[config.mk]
export PLATFORM = sky130hd
export DESIGN_NAME = window_3x3_flat
export DESIGN_NICKNAME = d
export VERILOG_FILES = /design/src/rtl/window_3x3_if.sv /design/src/rtl/window_3x3.sv /design/src/flat_wrapper.sv
export SDC_FILE = /design/constraint.sdc
export NUM_CORES = 1
export LEC_CHECK = 0
export CORE_MARGIN = 4
export CORE_UTILIZATION = 40
export CTS_CLUSTER_DIAMETER = 200
export DETAILED_ROUTE_END_ITERATION = 7
export PLACE_DENSITY = 0.56
export SYNTH_ARGS = -nofsm -noshare
export SYNTH_HDL_FRONTEND = slang
export SYNTH_SLANG_ARGS = --single-unit
[constraint.sdc]
create_clock -name clk -period 8.5 [get_ports clk]
set_clock_uncertainty 0.15 [all_clocks]
set_input_delay 1.275 -clock clk [delete_from_list [all_inputs] [get_ports clk]]
set_output_delay 1.275 -clock clk [all_outputs]
set_load 0.005 [all_outputs]
[src/rtl/window_3x3_if.sv]
// Pixel stream in / 3x3 window out bundle between the pixel source,
// window_3x3 and the layer_1 consumer.
interface window_3x3_if #(
  parameter int IMG_W = 28,
  parameter int IMG_H = 28,
  parameter int PW    = 9
);
  logic                       pxl_valid;
  logic [PW-1:0]              pxl_in;
  logic                       win_valid;
  logic [9*PW-1:0]            win_out;
  logic [$clog2(IMG_H)-1:0]   win_row;
  logic [$clog2(IMG_W)-1:0]   win_col;
  logic                       frame_done;

  modport master (
    output pxl_valid, pxl_in,
    input  win_valid, win_out, win_row, win_col, frame_done
  );

  modport slave (
    input  pxl_valid, pxl_in,
    output win_valid, win_out, win_row, win_col, frame_done
  );
endinterface

[src/rtl/window_3x3.sv]
// Sliding 3x3 window generator: buffers two image rows plus the incoming pixel
// and presents every complete neighbourhood in parallel, one clock after acceptance.
module window_3x3 #(
  parameter int IMG_W = 28,
  parameter int IMG_H = 28,
  parameter int PW    = 9
) (
  input  logic         clk,
  input  logic         reset,
  window_3x3_if.slave  bus
);

  localparam int CW    = $clog2(IMG_W);
  localparam int RW    = $clog2(IMG_H);
  // The pixel being accepted is the newest tap, so only 2*IMG_W+2 older words are stored.
  localparam int DEPTH = 2*IMG_W + 2;

  logic [PW-1:0]   line_p0 [DEPTH];
  logic [CW-1:0]   col_p0;
  logic [RW-1:0]   row_p0;
  logic            last_col_p0;
  logic            last_row_p0;
  logic            hit_p0;
  logic            done_p0;
  logic [9*PW-1:0] win_p0;

  logic            vld_p1;
  logic            done_p1;
  logic [9*PW-1:0] win_p1;
  logic [RW-1:0]   row_p1;
  logic [CW-1:0]   col_p1;

  assign last_col_p0 = (col_p0 == CW'(IMG_W-1));
  assign last_row_p0 = (row_p0 == RW'(IMG_H-1));
  assign hit_p0      = bus.pxl_valid && (row_p0 >= RW'(2)) && (col_p0 >= CW'(2));
  assign done_p0     = bus.pxl_valid && last_col_p0 && last_row_p0;

  // ---- stage p0: raster position of the pixel being accepted ----
  always_ff @(posedge clk or posedge reset) begin
    if (reset) begin
      col_p0 <= '0;
      row_p0 <= '0;
    end else if (bus.pxl_valid) begin
      if (last_col_p0) begin
        col_p0 <= '0;
        row_p0 <= last_row_p0 ? '0 : row_p0 + RW'(1);
      end else begin
        col_p0 <= col_p0 + CW'(1);
      end
    end
  end

  // Line buffer is data only; stale words are never exposed because hit_p0 needs row >= 2.
  always_ff @(posedge clk) begin
    if (bus.pxl_valid) begin
      line_p0[0] <= bus.pxl_in;
      for (int k = 1; k < DEPTH; k++) line_p0[k] <= line_p0[k-1];
    end
  end

  // Slice (r,c) is the pixel (2-r) rows and (2-c) columns behind the incoming one.
  for (genvar r = 0; r < 3; r++) begin : g_row
    for (genvar c = 0; c < 3; c++) begin : g_col
      localparam int AGE = (2-r)*IMG_W + (2-c);
      if (AGE == 0) begin : g_new
        assign win_p0[PW*(3*r+c) +: PW] = bus.pxl_in;
      end else begin : g_old
        assign win_p0[PW*(3*r+c) +: PW] = line_p0[AGE-1];
      end
    end
  end

  // ---- stage p1: registered window, centre position and strobes ----
  always_ff @(posedge clk or posedge reset) begin
    if (reset) begin
      vld_p1  <= 1'b0;
      done_p1 <= 1'b0;
      win_p1  <= '0;
      row_p1  <= '0;
      col_p1  <= '0;
    end else begin
      vld_p1  <= hit_p0;
      done_p1 <= done_p0;
      if (hit_p0) begin
        win_p1 <= win_p0;
        row_p1 <= row_p0 - RW'(1);
        col_p1 <= col_p0 - CW'(1);
      end
    end
  end

  assign bus.win_valid  = vld_p1;
  assign bus.frame_done = done_p1;
  assign bus.win_out    = win_p1;
  assign bus.win_row    = row_p1;
  assign bus.win_col    = col_p1;

endmodule

[src/flat_wrapper.sv]
// flat-port wrapper written by rule: the top's interface ports become plain ports
module window_3x3_flat 
#(
  parameter int IMG_W = 28,
  parameter int IMG_H = 28,
  parameter int PW    = 9
)
  (clk, reset, bus_pxl_valid, bus_pxl_in, bus_win_valid, bus_win_out, bus_win_row, bus_win_col, bus_frame_done);
  window_3x3_if #(.IMG_W(IMG_W), .IMG_H(IMG_H), .PW(PW)) bus_i ();
  input  logic clk;
  input  logic reset;
  input wire logic [$bits(bus_i.pxl_valid)-1:0] bus_pxl_valid;
  input wire logic [$bits(bus_i.pxl_in)-1:0] bus_pxl_in;
  output wire logic [$bits(bus_i.win_valid)-1:0] bus_win_valid;
  output wire logic [$bits(bus_i.win_out)-1:0] bus_win_out;
  output wire logic [$bits(bus_i.win_row)-1:0] bus_win_row;
  output wire logic [$bits(bus_i.win_col)-1:0] bus_win_col;
  output wire logic [$bits(bus_i.frame_done)-1:0] bus_frame_done;
  assign bus_i.pxl_valid = bus_pxl_valid;
  assign bus_i.pxl_in = bus_pxl_in;
  assign bus_win_valid = bus_i.win_valid;
  assign bus_win_out = bus_i.win_out;
  assign bus_win_row = bus_i.win_row;
  assign bus_win_col = bus_i.win_col;
  assign bus_frame_done = bus_i.frame_done;
  window_3x3 #(.IMG_W(IMG_W), .IMG_H(IMG_H), .PW(PW)) u_core (.clk(clk), .reset(reset), .bus(bus_i));
endmodule
==> results.cfg, run 1 <==
[outcome]
status = complete, no violations

[logic_synthesis]
ys.flop_type = edfxtp_1
syn_nets = 810
yosysMostFrequentCell = edfxtp_1
ys_seq_elements = 625
synth_compound_area_frac = 0.00290
synth_top_cell_by_area = edfxtp_1
synthMuxAreaShare = 0.0573
synth_top_family_by_area = multiplexers
yosysUniqueCellTypes = 31
synth_top_area_share = 0.789
synth_edf_count = 522
synth_common_cells = edfxtp_1 (522), dfrtp_1 (103), mux2_2 (74)
synth_xor_area_frac = 0.00397
netlist_instances = 792
synth_area_um2 = 19900
synth-seq-area-share = 0.918
async_flop_share = 0.165
avgSynthCellArea_um2 = 25.1
synthTopCellsByArea = edfxtp_1 (79%), dfrtp_1 (13%), mux2_2 (4.2%)
yosys_warnings = 0
synth-simple-area-share = 0.00780
synth-adder-area-share = 0.00378

[clock_network]
cts_resized = 0
cts_buffers = 61
ctsHoldBuffers = 0
cts_tree = yes
cts_setup_buffers = 0
clock-root-buffer = clkbuf_16
insertion_delay_ns = 0.60
cts-htree-levels = 2
clockBufferDepth = 3
cts_sinks = 625
cts.clk_slew.worst_paths_ns = 0.06

[setup_path]
arrival_ns = 3.85
crit_path_start_kind = input pin
slowest_stage = buf_4
critPathRequiredTime_ns = 8.82
critical-path-top-delay-family = buffers and inverters
path_buf_inv = 3
cp_max_fo = 89
cp_cell_sequence = buf_8, o221ai_4, inv_4, buf_4, mux2_2
cp-end-kind = register
worst-setup-path-type = input pin to register
cp_slowest_stage_delay_ns = 0.68

[global_routing]
grt_overflow = 0
grt_use_total = 0.0954
grt_first_pass_wirelength_mm = 41.0
antenna_found_initial = 0
grt_max_degree = 191
first_global_vias = 7531

[timing]
fin_setup_tns_ns = 0
slew_violations = 0
clock.fmax_mhz = 284
fin_crit_sh = 0.415
rsz0062_at_grt = no
period_minus_slack_ns = 3.52
relSlewSlack = 0.245
worstMarginPinSlew_ns = 1.13
finalSetupViolations = 0
hold_viol = 0

[hold_path]
hold_path_class = register to register

[run]
drv_cap = 0

[route]
vias_per_cell = 4.46
drcViolationCount = 0
ant_nets = 0
num_vias = 7427
dr.pass1.iters = 6
wl_mm = 25.6
drtIter0Drc = 621
routedWlPerCell_um = 15.3

[floorplan]
die_y_um = 231
pin_count = 105
die_w_um = 231
core.rowCount = 81
core_area_um2 = 49100
start_util = 0.405
die-area_um2 = 53300

[finish]
area_growth_pct = 19.7
drive_above_1_share = 0.195
diodes = 0
final_nets = 967

[power_and_ir_drop]
powerDensity_nw_per_um2 = 315
power.leakage_nw = 8.51
finalPower_w = 0.00749
vdd_drop_max_mv = 0.182

[placed_design]
portBuffers = 104
place_hpwl_mm = 12.6
routabilityCongestion = 0.660
registers in the layout (all words and copies together), names as in the netlist:
| name | flops |
|---|---|
| u_core.line_p0 | 522 |
| u_core.bus.win_col | 5 |
| u_core.row_p0 | 5 |
| u_core.bus.win_valid | 1 |
| u_core.bus.frame_done | 1 |
| u_core.bus.win_out | 81 |
| u_core.col_p0 | 5 |
| u_core.bus.win_row | 5 |
cell type report:
class / count / area (um^2)
clock inverters: 36 / 380
clock buffers: 80 / 1670
multi-input cells: 143 / 1510
fillers: 4035 / 25300
repair buffers: 109 / 1110
inverters: 9 / 38.8
flip-flops and latches: 625 / 18300
well taps: 664 / 831
per-stage QoR:
stage / hold slack, ns / cell area, um^2 / util / setup slack [ns] / cells
after floorplan: 0.250 / 19900 / - / 4.37 / 792
final: 0.260 / 23800 / 0.485 / 4.98 / 1666
after global routing: 0.267 / 23800 / 0.485 / 4.83 / 1666
after detailed placement: 0.255 / 21700 / 0.443 / 4.32 / 1550
after global placement: 0.251 / 21700 / 0.443 / 4.38 / 1550
after CTS: 0.262 / 23800 / 0.485 / 4.99 / 1666
layout by cell type, fill, tap and decap left out, types with 3 or more instances in the layout:
master | synthesis | routed
edfxtp_1 | 522 | 522
ha_1 | 6 | 6
buf_4 | 0 | 3
nor2b_1 | 4 | 4
nor2_1 | 4 | 4
and3_1 | 3 | 3
clkbuf_1 | 5 | 14
mux2_4 | 19 | 19
clkbuf_16 | 0 | 63
inv_1 | 8 | 7
xor2_1 | 7 | 7
dfrtp_1 | 103 | 103
bufinv_16 | 0 | 8
mux2_2 | 74 | 74
clkinv_2 | 0 | 14
clkbuf_8 | 0 | 3
clkinv_1 | 0 | 10
clkdlybuf4s50_1 | 0 | 103
routing by layer:
layer	part of all wire	global-route usage	wire length, um	vias up
met1	0.50	0.142	12700	3814
met2	0.41	0.128	10600	157
met3	0.065	0.0358	1660	47
met5	0	0	0	-
li1	-	-	-	3409
met4	0.024	0.0355	611	0
worst paths after layout:
path                                                 startpoint                                  to  slack (ns)  cells after the start
worst max-delay path                              bus_pxl_valid   u_core.bus.win_out[9]$_DFFE_PP0P_        4.98                      5
worst min-delay path            u_core.line_p0[19][3]$_DFFE_PP_     u_core.line_p0[20][3]$_DFFE_PP_        0.26                      0
worst max register to register     u_core.row_p0[0]$_DFFE_PP0P_   u_core.bus.win_out[9]$_DFFE_PP0P_        5.49                      7
worst min register to register  u_core.line_p0[19][3]$_DFFE_PP_     u_core.line_p0[20][3]$_DFFE_PP_        0.26                      0
max in group asynchronous                                 reset  u_core.bus.win_out[11]$_DFFE_PP0P_        6.02                      3
min in group asynchronous                                 reset  u_core.bus.win_out[62]$_DFFE_PP0P_        0.99                      2
logic make-up (layout without fill, tap and decap cells):
kind of cell    count (synthesis)  after routing
flops                         625            625
mux                            95             95
simple gates                   27             27
buf+inv                        24            234
xor+xnor                        9              9
fa+ha+maj                       6              6
compound gates                  6              6
where the power goes:
group | internal, W | switching, W
combinational | 0.000598 | 0.000318
sequential | 0.00371 | 0.000173
clock | 0.00162 | 0.00107
worst register-to-register path, stage by stage (launching register included):
cell and delay [ns]:
dfrtp_1 0.42, inv_1 0.13, ha_1 0.15, or3_1 0.15, o221ai_4 0.17, inv_4 0.54
buf_4 0.73, mux2_2 0.45
Power figures use the tool's default switching activity.
==> run 2: changes to the inputs <==
Settings changed: PLACE_DENSITY 0.56 to 0.58.
Clock period 8.5 ns to 3.07 ns, I/O delays scaled along.
==> results.cfg, run 2 (same netlist as run 1, synthesis figures left out) <==
[finish]
final_common_cell = edfxtp_1
fin_area_um2 = 23700
drive_above_1_share = 0.196
area_growth_pct = 19.4
largest_reg_flops = 522
top_register = u_core.line_p0
layout_common_cells = edfxtp_1 (522), clkdlybuf4s50_1 (103), dfrtp_1 (103)
diodes = 0
layout.cells.non_filler = 1667
final_nets = 969

[floorplan]
die_y_um = 231
core_area_um2 = 49100
die-area_um2 = 53300
die_w_um = 231
pin_count = 105
core.rowCount = 81
start_util = 0.405

[setup_path]
critPathRequiredTime_ns = 3.40
crit_path_start_kind = register
arrival_ns = 2.81
cp_max_fo = 49
worst-setup-path-type = register to register
cp-end-kind = register
rr_worst_depth = 7

[power_and_ir_drop]
vdd_drop_max_mv = 0.492
powerDensity_nw_per_um2 = 864
power.leakage_nw = 8.49

[timing]
clock.fmax_mhz = 402
hold_ws_ns = 0.0702
fin_setup_tns_ns = 0
hold_viol = 0
fin_crit_sh = 0.810
finalSetupViolations = 0
rsz0062_at_grt = no
worstMarginPinSlew_ns = 1.02
period_minus_slack_ns = 2.49
slew_violations = 0
relSlewSlack = 0.321

[clock_network]
cts.clk_slew.worst_paths_ns = 0.06
ctsHoldBuffers = 0
insertion_delay_ns = 0.60
cts_resized = 0
cts-htree-levels = 2
cts_sinks = 625
cts_tree = yes
clockBufferDepth = 3
cts_buffers = 60
cts_setup_buffers = 0
clock-root-buffer = clkbuf_16

[route]
wl_mm = 26.4
routedWlPerCell_um = 15.8
highest_layer = met4
drt-met1-wl_mm = 12.6
routed-wl-met3_mm = 1.74
met2_wirelength_mm = 11.3
ant_nets = 0
drcViolationCount = 0
dr.pass1.iters = 4
vias_per_cell = 4.53
drtIter0Drc = 630
num_vias = 7556

[placed_design]
place_hpwl_mm = 13.0
post_dp_cell_area_um2 = 21800
portBuffers = 104
dp_cells = 1553
routabilityCongestion = 0.674

[hold_path]
hold_depth = 1
hold_path_class = input pin to register

[global_routing]
grt_use_total = 0.0976
grt_overflow = 0
antenna_found_initial = 0
first_global_vias = 7626
grt_max_degree = 190
grt_first_pass_wirelength_mm = 41.9

[run]
drv_cap = 0

[outcome]
status = complete, no violations
run 2: path summary, 6_finish.rpt:
kind | start | to | slack [ns]
worst max-delay path | u_core.col_p0[0]$_DFFE_PP0P_ | u_core.bus.win_out[44]$_DFFE_PP0P_ | 0.58
worst min-delay path | bus_pxl_valid | u_core.line_p0[0][8]$_DFFE_PP_ | 0.07
worst max register to register | u_core.col_p0[0]$_DFFE_PP0P_ | u_core.bus.win_out[44]$_DFFE_PP0P_ | 0.58
worst min register to register | u_core.line_p0[14][1]$_DFFE_PP_ | u_core.line_p0[15][1]$_DFFE_PP_ | 0.26
max in group asynchronous | reset | u_core.bus.win_out[20]$_DFFE_PP0P_ | 2.07
min in group asynchronous | reset | u_core.bus.win_col[3]$_DFFE_PP0P_ | 0.26
run 2: critical path, cell delays in order (launching register included):
cell and delay [ns]:
dfrtp_1 0.42, inv_1 0.10, ha_1 0.20, or3_1 0.38
o221ai_4 0.28, inv_4 0.04, buf_4 0.37, mux2_4 0.40
run 2: per-layer routing:
metal / vias to the layer above / GRT usage
met1: 3932 / 0.139
met5: - / 0
met4: 0 / 0.0344
met2: 151 / 0.137
met3: 59 / 0.0385
li1: 3414 / -
run 2: through the flow:
stage / power, W / setup slack, ns / utilization
2_1_floorplan: 0.0119 / 0.865 / -
3_3_place_gp: 0.0135 / 0.581 / 0.444
3_5_place_dp: 0.0135 / 0.563 / 0.444
4_1_cts: 0.0209 / 0.538 / 0.484
5_1_grt: 0.0216 / 0.450 / 0.484
6_report: 0.0205 / 0.583 / 0.484
run 2: area by class of cell:
class	instances	area, um^2
fillers	4076	25300
flip-flops and latches	625	18300
clock buffers	83	1670
multi-input cells	143	1510
repair buffers	112	1160
well taps	664	831
clock inverters	31	292
inverters	9	40.0
run 2: where the power goes:
group / internal (W) / total, W / switching, W
registers: 0.0103 / 0.0107 / 0.000475
clock network: 0.00422 / 0.00721 / 0.00299
logic: 0.00167 / 0.00256 / 0.000898
==> run 3: changes to the inputs <==
Clock period 3.07 ns to 2 ns, I/O delays scaled along.
==> results.cfg, run 3 (same netlist as run 1, synthesis figures left out) <==
[route]
vias_per_cell = 4.49
wl_mm = 25.6
num_vias = 7585
routedWlPerCell_um = 15.2
drcViolationCount = 0
ant_nets = 0
drtIter0Drc = 559
dr.pass1.iters = 4

[finish]
largest_reg_flops = 522
final_common_cell = edfxtp_1
postLayoutCoreUtil = 0.493
top_register = u_core.line_p0
drive_above_1_share = 0.219
final_nets = 993
layout_common_cells = edfxtp_1 (522), dfrtp_1 (103), clkdlybuf4s50_1 (100)
area_growth_pct = 21.7
diodes = 0
layout.cells.non_filler = 1691

[clock_network]
cts.clk_slew.worst_paths_ns = 0.06
cts_setup_buffers = 0
clockBufferDepth = 3
cts_sinks = 625
clock-root-buffer = clkbuf_16
cts_buffers = 66
cts_tree = yes
insertion_delay_ns = 0.57
cts-htree-levels = 3

[global_routing]
antenna_found_initial = 0
grt_max_degree = 103
grt_use_total = 0.0964
grt_overflow = 0
first_global_vias = 7919
grt_first_pass_wirelength_mm = 41.7

[placed_design]
dp_cells = 1570
place_hpwl_mm = 13.0
routabilityCongestion = 0.666
portBuffers = 104
preCtsSetupSlack_ns = -0.0248

[setup_path]
crit_path_start_kind = register
critPathRequiredTime_ns = 2.30
cp_slowest_stage_delay_ns = 0.41
slowest_stage = dfrtp_1
worst-setup-path-type = register to register
arrival_ns = 2.35
cp_cell_sequence = ha_2, or3_4, o221ai_4, inv_4, buf_12, mux2_4
cp_max_fo = 42
cp-end-kind = register

[timing]
clock.fmax_mhz = 489
period_minus_slack_ns = 2.05
slew_violations = 0
fin_crit_sh = 1.02
hold_viol = 0
worstMarginPinSlew_ns = 0.550
relSlewSlack = 0.633
finalSetupViolations = 44
fin_ws_ns = -0.0451
rsz0062_at_grt = yes

[floorplan]
die_y_um = 231
core.rowCount = 81
core_area_um2 = 49100
die-area_um2 = 53300
pin_count = 105
start_util = 0.405
die_w_um = 231

[power_and_ir_drop]
vdd_drop_max_mv = 1.02
powerDensity_nw_per_um2 = 1340
power.leakage_nw = 8.71
finalPower_w = 0.0325

[hold_path]
hold_path_class = input pin to async pin

[outcome]
status = complete, but fails checks
violations = negative setup slack

[run]
drv_cap = 0
==> run 3: cell count changes in the layout (fill, tap and decap cells not counted), moves of 3 or more <==
cell	before	now
clkbuf_1	16	21
clkbuf_16	61	70
buf_4	4	14
clkinv_1	7	4
buf_12	4	11
clkdlybuf4s50_1	103	100
==> run 3: final cells by class <==
| class | instances | area (um^2) |
|---|---|---|
| Sequential cell | 625 | 18300 |
| Multi-Input combinational cell | 143 | 1520 |
| Clock buffer | 97 | 1910 |
| Fill cell | 4014 | 24900 |
| Timing Repair Buffer | 130 | 1380 |
| Inverter | 9 | 40.0 |
| Clock inverter | 23 | 248 |
| Tap cell | 664 | 831 |
==> run 3: path summary, 6_finish.rpt <==
check                                                      from                                  to  slack, ns  depth (start not counted)
max in group asynchronous                                 reset      u_core.bus.win_valid$_DFF_PP0_       1.32                          3
worst max-delay path               u_core.row_p0[1]$_DFFE_PP0P_  u_core.bus.win_out[33]$_DFFE_PP0P_      -0.05                          6
worst min register to register  u_core.line_p0[44][7]$_DFFE_PP_     u_core.line_p0[45][7]$_DFFE_PP_       0.25                          0
min in group clk                                  bus_pxl_in[7]      u_core.line_p0[0][7]$_DFFE_PP_       0.17                          1
worst min-delay path                                      reset  u_core.bus.win_out[62]$_DFFE_PP0P_       0.04                          3
worst max register to register     u_core.row_p0[1]$_DFFE_PP0P_  u_core.bus.win_out[33]$_DFFE_PP0P_      -0.05                          6
==> run 3: through the flow <==
step	hold WS (ns)	cell area (um^2)	TNS, ns
final	0.0365	24200	-0.800
after detailed placement	0.255	22000	-0.339
after global routing	0.0477	24200	-6.39
after floorplan	0.249	19900	-4.36
after CTS	0.0225	24200	-0.559
after global placement	0.253	22000	-0.0395
==> run 3: timing repair <==
item / 4_1_cts / 5_1_grt
endpoints found under the setup margin: 42 / 90
resized for setup: 2 / 2
hold buffers: 1 / 0
hold endpoints to repair: 2 / 0
==> run 3: layer usage <==
metal  GRT usage  vias to the layer above  wire (um)
li1            -                     3459          -
met1       0.136                     3898      12400
met2       0.133                      162      10800
met3      0.0397                       66       1730
met4      0.0410                        0        761
met5           0                        -          0
==> run 3: critical path, delay by kind of cell (launching register included) <==
family          cells  cell delay (ns)
flops               1             0.41
buf+inv             2             0.24
compound gates      1             0.21
fa+ha+maj           1             0.18
mux                 1             0.34
simple gates        1             0.33
==> run 3: power breakdown <==
group / total [W] / switching, W / leakage, nW / internal [W]
sequential: 0.0164 / 0.000646 / 6.40 / 0.0157
clock: 0.0120 / 0.00467 / 1.06 / 0.00729
combinational: 0.00417 / 0.00145 / 1.26 / 0.00272
total: 0.0325 / 0.00677 / 8.71 / 0.0258
